`config.mk`:
```
export PLATFORM = sky130hd
export DESIGN_NAME = prog_loader
export DESIGN_NICKNAME = d
export VERILOG_FILES = /design/src/rtl/loader_pkg.sv /design/src/rtl/prog_loader.sv
export SDC_FILE = /design/constraint.sdc
export NUM_CORES = 1
export LEC_CHECK = 0
export CORE_UTILIZATION = 30
export DETAILED_ROUTE_END_ITERATION = 8
export GPL_TIMING_DRIVEN = 0
export PLACE_DENSITY = 0.46
export SYNTH_ARGS = -nofsm -noshare
export SYNTH_HDL_FRONTEND = slang
export SYNTH_SLANG_ARGS = --single-unit
```
`constraint.sdc`:
```
create_clock -name clk -period 4.45 [get_ports clk]
set_clock_uncertainty 0.1 [all_clocks]
set_input_delay 1.1125 -clock clk [delete_from_list [all_inputs] [get_ports clk]]
set_output_delay 1.1125 -clock clk [all_outputs]
set_load 0.03 [all_outputs]
```
`src/rtl/loader_pkg.sv`:
```
// Shared types and helpers for the instruction-image loader.
package loader_pkg;

    typedef enum logic [2:0] {
        IDLE,
        ADDR_HI,
        ADDR_LO,
        CNT_HI,
        CNT_LO,
        DATA,
        START
    } state_t;

    localparam logic [7:0] SYNC_BYTE_DEFAULT = 8'hA5;

    function automatic int bytes_per_word(input int instr_w);
        return instr_w / 8;
    endfunction

endpackage

```
`src/rtl/prog_loader.sv`:
```
// Byte-stream loader: parses a framed image, writes instruction memory word by word,
// then pulses start/start_address into fetch to launch the core.
module prog_loader
    import loader_pkg::*;
#(
    parameter int         INSTR_W   = 16,
    parameter int         ADDR_W    = 16,
    parameter int         START_CYC = 2,
    parameter logic [7:0] SYNC_BYTE = SYNC_BYTE_DEFAULT
) (
    input  logic               clk,
    input  logic               rst,
    input  logic               byte_valid_i,
    input  logic [7:0]         byte_i,
    output logic               byte_ready_o,
    output logic               imem_we_o,
    output logic [ADDR_W-1:0]  imem_addr_o,
    output logic [INSTR_W-1:0] imem_data_o,
    output logic               start_o,
    output logic [ADDR_W-1:0]  start_address_o,
    output logic               busy_o,
    output logic               done_o
);

    localparam int BPW    = bytes_per_word(INSTR_W);
    localparam int BIDX_W = (BPW > 1) ? $clog2(BPW) : 1;
    localparam int HOLD_W = $clog2(START_CYC + 1);

    state_t               r_state;
    logic                 r_ready;
    logic                 r_busy;
    logic                 r_done;
    logic                 r_we;
    logic                 r_start;
    logic [ADDR_W-1:0]    r_imem_addr;
    logic [INSTR_W-1:0]   r_imem_data;
    logic [ADDR_W-1:0]    r_start_addr;
    logic [7:0]           r_addr_hi;
    logic [ADDR_W-1:0]    r_base;
    logic [ADDR_W-1:0]    r_wptr;
    logic [7:0]           r_cnt_hi;
    logic [15:0]          r_count;
    logic [BIDX_W-1:0]    r_bidx;
    logic [INSTR_W-1:0]   r_word;
    logic [HOLD_W-1:0]    r_hold;

    logic                 w_xfer;
    logic [INSTR_W-1:0]   w_shift;
    logic [15:0]          w_cnt_full;
    logic                 w_last_byte;

    assign w_xfer      = byte_valid_i && r_ready;
    assign w_shift     = (r_word << 8) | INSTR_W'(byte_i);
    assign w_cnt_full  = {r_cnt_hi, byte_i};
    assign w_last_byte = (r_bidx == BIDX_W'(BPW - 1));

    // Outputs are all registered; ready/busy are updated alongside each state change.
    always_ff @(posedge clk) begin
        if (rst) begin
            r_state      <= IDLE;
            r_ready      <= 1'b0;
            r_busy       <= 1'b0;
            r_done       <= 1'b0;
            r_we         <= 1'b0;
            r_start      <= 1'b0;
            r_imem_addr  <= '0;
            r_imem_data  <= '0;
            r_start_addr <= '0;
            r_addr_hi    <= '0;
            r_base       <= '0;
            r_wptr       <= '0;
            r_cnt_hi     <= '0;
            r_count      <= '0;
            r_bidx       <= '0;
            r_word       <= '0;
            r_hold       <= '0;
        end else begin
            r_we <= 1'b0;
            unique case (r_state)
                IDLE: begin
                    r_ready <= 1'b1;
                    if (w_xfer && byte_i == SYNC_BYTE) begin
                        r_state <= ADDR_HI;
                        r_busy  <= 1'b1;
                        r_done  <= 1'b0;
                    end
                end
                ADDR_HI: begin
                    if (w_xfer) begin
                        r_addr_hi <= byte_i;
                        r_state   <= ADDR_LO;
                    end
                end
                ADDR_LO: begin
                    if (w_xfer) begin
                        r_base  <= ADDR_W'({r_addr_hi, byte_i});
                        r_state <= CNT_HI;
                    end
                end
                CNT_HI: begin
                    if (w_xfer) begin
                        r_cnt_hi <= byte_i;
                        r_state  <= CNT_LO;
                    end
                end
                CNT_LO: begin
                    if (w_xfer) begin
                        r_count <= w_cnt_full;
                        r_wptr  <= r_base;
                        r_bidx  <= '0;
                        if (w_cnt_full == 16'd0) begin
                            r_state      <= START;
                            r_ready      <= 1'b0;
                            r_hold       <= '0;
                            r_start_addr <= r_base;
                        end else begin
                            r_state <= DATA;
                        end
                    end
                end
                DATA: begin
                    if (w_xfer) begin
                        r_word <= w_shift;
                        if (w_last_byte) begin
                            r_bidx      <= '0;
                            r_we        <= 1'b1;
                            r_imem_addr <= r_wptr;
                            r_imem_data <= w_shift;
                            r_wptr      <= r_wptr + ADDR_W'(1);
                            r_count     <= r_count - 16'd1;
                            // The final write pulse coincides with the first START cycle.
                            if (r_count == 16'd1) begin
                                r_state      <= START;
                                r_ready      <= 1'b0;
                                r_hold       <= '0;
                                r_start_addr <= r_base;
                            end
                        end else begin
                            r_bidx <= r_bidx + BIDX_W'(1);
                        end
                    end
                end
                START: begin
                    if (r_hold < HOLD_W'(START_CYC)) begin
                        r_start <= 1'b1;
                        r_hold  <= r_hold + HOLD_W'(1);
                    end else begin
                        r_start <= 1'b0;
                        r_state <= IDLE;
                        r_ready <= 1'b1;
                        r_busy  <= 1'b0;
                        r_done  <= 1'b1;
                    end
                end
                default: begin
                    r_state <= IDLE;
                    r_busy  <= 1'b0;
                    r_ready <= 1'b1;
                end
            endcase
        end
    end

    assign byte_ready_o    = r_ready;
    assign imem_we_o       = r_we;
    assign imem_addr_o     = r_imem_addr;
    assign imem_data_o     = r_imem_data;
    assign start_o         = r_start;
    assign start_address_o = r_start_addr;
    assign busy_o          = r_busy;
    assign done_o          = r_done;

endmodule
```
* Word level (Yosys, flattened, before mapping) *
Index checks and enable logic that the tools add are counted.

storage, ports and cells
  register bits after elaboration = 131
  input bits = 11
  logic and storage cells = 119

operators by class
  add/sub/neg operators = 4
  magnitude comparators = 1
  eq/ne operators = 19
  muxes and demuxes = 50
  bitwise gates (word level) = 5
  reductions and logical operators = 23

operators by type and width
  operator                                                                 count
  16-bit 2-to-1 mux                                                        11
  16-bit case mux with 2 select lines                                      3
  3-bit 2-to-1 mux                                                         9
  2-bit != test (second input constant)                                    11
  3-bit case mux with 7 select lines                                       1
  16-bit by 1-bit adder with 16-bit output (second input constant)         1
  16-bit by 1-bit equality test with 1-bit output (second input constant)  1
  16-bit zero test                                                         1
  16-bit by 8-bit OR with 16-bit output                                    1
  16-bit by 1-bit subtractor with 16-bit output (second input constant)    1
  1-bit 2-to-1 mux                                                         14
  2-bit 2-to-1 mux                                                         7
  7-bit AND reduction                                                      2
  3-bit AND reduction                                                      4
  3-bit equality test (second input constant)                              3
  9-bit AND reduction                                                      1
  8-bit equality test (second input constant)                              1
  2-bit AND reduction                                                      4
  3-bit by 2-bit equality test with 1-bit output (second input constant)   2
  2-bit case mux with 3 select lines                                       1
  6-bit AND reduction                                                      1
  3-bit OR reduction                                                       2
  5-bit OR reduction                                                       1
  1-bit inverter                                                           4
  other kinds (12)                                                         15

* Longest topological paths before layout *
  depth after elaboration = 5
  depth in mapped cells = 8
  gate-level depth less buffers = 7

* Worst setup path before layout *
OpenSTA, ideal clock, no wires.

  path kind = in2reg
  from = input port byte_i[5]
  to = register r_start_addr[10] (netlist: start_address_o[10])
  library setup time = 128 ps
  arrival time = 2,740 ps
  required time = 4,222 ps
  slack = 1,482 ps
  cell stages on the path = 7
  path buffers = 2
  path through = buf_2 -> or4_4 -> o41ai_4 -> o211ai_4 -> buf_6 -> mux2i_1 -> nor2_1

between the ends
  word-level cells in the longest chain between the ends = 3

RTL lines
  item                                  line                RTL
  start, declared                       prog_loader.sv:14   input logic [7:0] byte_i,
  16-bit zero test                      prog_loader.sv:111  if (w_cnt_full == 16'd0) begin
  2-bit != test (no source line)        -
  6-bit AND reduction (no source line)  -
  end signal, assigned                  prog_loader.sv:115  r_start_addr <= r_base;
  end signal, assigned                  prog_loader.sv:136  r_start_addr <= r_base;
  end, declared                         prog_loader.sv:37   logic [ADDR_W-1:0] r_start_addr;

Every way passes these cells.
A chain may end at the register's enable or synchronous reset.

* Worst setup path after layout *
  from = input port byte_i[2]
  to = register r_start_addr[14] (netlist: start_address_o[14])

The elaborated chain is that of the path after synthesis.

==> impl_metrics.csv <==
group,metric,value,unit
timing,setup_tns,0,ps
cells_and_area,fin_util,0.3886,
placed_design,port_buffers,60,
cts,cts_root_buf,"clkbuf_16",
floorplan,ios,64,
timing,worst_pin_slew,1052,ps
global_routing,antenna_found_initial,1,
pwr,powerDensity,351.3,nW/um^2
placed_design,dp_hpwl,14.02,mm
setup_path,cp-start-kind,"input pin",
cts,cts_sinks,131,
setup_path,required,4650,ps
route,totalWireLength,19.31,mm
cts,clkTransAtPathRegs,60,ps
timing,fin_hold_ws,354.7,ps
cells_and_area,final.fill_count,1908,
timing,fmax,278.4,MHz
logic_synthesis,ys_types,56,
global_routing,grt_pass1_wl,29.99,mm
logic_synthesis,ys_ff_latch,131,
logic_synthesis,yosys-top-cells-count,"nand2_1, dfxtp_1, a21oi_1",
pwr,p_sw_frac,0.2359,
logic_synthesis,synthArstFlopShare,0,
timing,slew_viol_final,0,
placed_design,placed_cell_area,6574,sq um
logic_synthesis,synth.most_common_cell,"nand2_1",
floorplan,fp.dieH,139.7,um
logic_synthesis,yosysWarnings,0,
timing,rsz0062_at_grt,"no",
pwr,p_leak,2.449,nW
pwr,internal-power,0.001906,W
cts,cts_tree,"done",
global_routing,grt_pass1_vias,5225,
cts,post_cts_buffers,0,
global_routing,grt_overflow,0,
logic_synthesis,yosysTopAreaCell,"dfxtp_1",
placed_design,place_inst,999,
route,route.detailed.drc,0,
logic_synthesis,synthFlopType,"dfxtp_1",
cells_and_area,nets,803,
logic_synthesis,synth_area_per_cell,8.009,sq um
logic_synthesis,synth_nets,724,
cells_and_area,final_area,7101,sq um
cells_and_area,fin_cells,1030,
route,ant_nets,0,
logic_synthesis,ys_seq_area_frac,0.4612,
setup_path,slowest_delay,780,ps
cells_and_area,area_delta_synth_final,24.86,%
setup_path,critPathSlowestCell,"clkdlybuf4s50_1",
setup_path,worstPathArrival,3790,ps
route,post_drt_wl_per_cell,18.75,um
global_routing,grt_max_degree,17,
timing,post-route-min-period,3592,ps
status,outcome,"complete, no violations",
logic_synthesis,syn_area,5687,sq um
cts,clkLatencyLatePin,420,ps
cts,cts.htree.levels,4,
cells_and_area,diodes,0,
route,vias,5466,
logic_synthesis,synth_top_cell_area_share,0.4612,
pwr,p_seq_frac,0.471,
logic_synthesis,syn_inst,710,
pwr,peakVddDrop,0.2602,mV
logic_synthesis,yosys-top-cells-area,"dfxtp_1, nand2_1, a21oi_1",
timing,setup_violations,0,
route,drt_pass1_iterations,6,
cts,holdBufCountCts,0,
timing,hold_viol_final,0,
floorplan,die-area,19510,sq um
setup_path,cp_cell_sequence,"clkdlybuf4s50_1, or4_4, o41ai_4, o211ai_4, buf_6, mux2i_1, nor2_1",
placed_design,gp_congestion,0.8912,
cts,cts_buffers,17,
min_path,hold_class,"reg -> reg",
pwr,combPwrFrac,0.025,
global_routing,grt.total_usage,0.2039,
route,drt-initial-drc-count,454,
setup_path,critPathKind,"in -> reg",
logic_synthesis,synth_edf_count,0,
flow_run,maxCapViolCount,0,
floorplan,start_util,0.3113,
timing,slew_headroom,0.2964,
floorplan,core,18270,sq um
cts,clockBufferDepth,2,
cts,ctsResizeCount,0,
floorplan,fp-row-count,49,
route,vias_per_cell,5.307,
floorplan,die_x,139.7,um
timing,timing.final.crit_share,0.8072,
pwr,power.switching,0.0005886,W
pwr,p_clk_frac,0.504,
setup_path,crit_fanout,10,
setup_path,cp-end-kind,"flop",
cells_and_area,drive_above_1_share,0.06117,
worst paths after layout:
path / end / cells past startpoint / slack [ps] / startpoint
setup / recovery: start_address_o[14]$_SDFFE_PP0P_ / 7 / 860 / byte_i[2]
hold / removal: imem_data_o[0]$_SDFFE_PP0P_ / 2 / 350 / imem_data_o[0]$_SDFFE_PP0P_
setup reg to reg: r_wptr[5]$_SDFFE_PP0P_ / 7 / 1610 / r_state[1]$_SDFFE_PP0P_
hold reg to reg: imem_data_o[0]$_SDFFE_PP0P_ / 2 / 350 / imem_data_o[0]$_SDFFE_PP0P_
cells by family (layout without fill, tap and decap cells):
family | count (synthesis) | count (layout) | synth area share
buf+inv | 64 | 155 | 0.04422
compound gates | 172 | 172 | 0.1798
fa+ha+maj | 3 | 3 | 0.006601
simple gates | 306 | 306 | 0.2484
flops | 131 | 131 | 0.4612
mux | 34 | 34 | 0.05985
final cells by class:
cell class / instances / area, sq um / area share
buffer: 55 / 217.7 / 0.03066
clock buffer: 18 / 439.2 / 0.06185
clock inverter: 13 / 87.58 / 0.01233
inverter: 9 / 33.78 / 0.004758
multi-input combinational: 515 / 2813 / 0.3961
sequential: 131 / 2623 / 0.3693
tap: 229 / 286.5 / 0.04035
timing repair buffer: 60 / 600.6 / 0.08458
per-layer routing:
layer  vias up  wire, um  GRT usage
met3        21      1047    0.03854
met2       180      8923     0.3295
met1      2633      9025     0.2678
li1       2632         -          -
met4         0       312    0.07924
met5         -         0          0
layout by cell type (no fill, tap or decap), types with 7 or more instances in the layout:
master | netlist | final
dfxtp_1 | 131 | 131
clkbuf_16 | 0 | 17
o21ai_0 | 33 | 33
nand2_1 | 143 | 143
clkbuf_1 | 49 | 49
a31oi_1 | 7 | 7
mux2i_1 | 34 | 34
clkdlybuf4s50_1 | 0 | 60
or3_1 | 7 | 7
inv_1 | 9 | 9
or4_1 | 7 | 7
a21oi_1 | 95 | 95
nor2_1 | 70 | 70
nand3_1 | 21 | 21
nor3_1 | 18 | 18
critical path: cells and delay by family:
kind / cells / cell delay [ps]
buf+inv: 2 / 1020
mux: 1 / 150
simple gates: 2 / 760
compound gates: 2 / 730
metrics by stage:
stage / setup WS (ps) / total power (W)
global route: 775.5 / 0.002580
global placement: 446.6 / 0.001263
CTS: 898.0 / 0.002520
finish: 858.1 / 0.002495
detailed placement: 453.8 / 0.001263
floorplan: 1482 / 0.001225
sequential cells by signal, summed over array words and instances, names as in the netlist, 2 cells and up:
signal / count
r_base: 16
r_count: 16
r_wptr: 16
r_word: 8
r_hold: 2
r_state: 3
r_cnt_hi: 8
imem_data_o: 16
imem_addr_o: 16
start_address_o: 16
r_addr_hi: 8
power groups by stage:
stage	clock network, W	registers, W	logic [W]
after floorplan	0	0.00120	0.0000246
after global placement	0	0.00120	0.0000629
after detailed placement	0	0.00120	0.0000630
after CTS	0.00128	0.00117	0.0000632
after global routing	0.00134	0.00117	0.0000658
final	0.00126	0.00117	0.0000630
No activity file was read; power rests on OpenSTA's default activity.
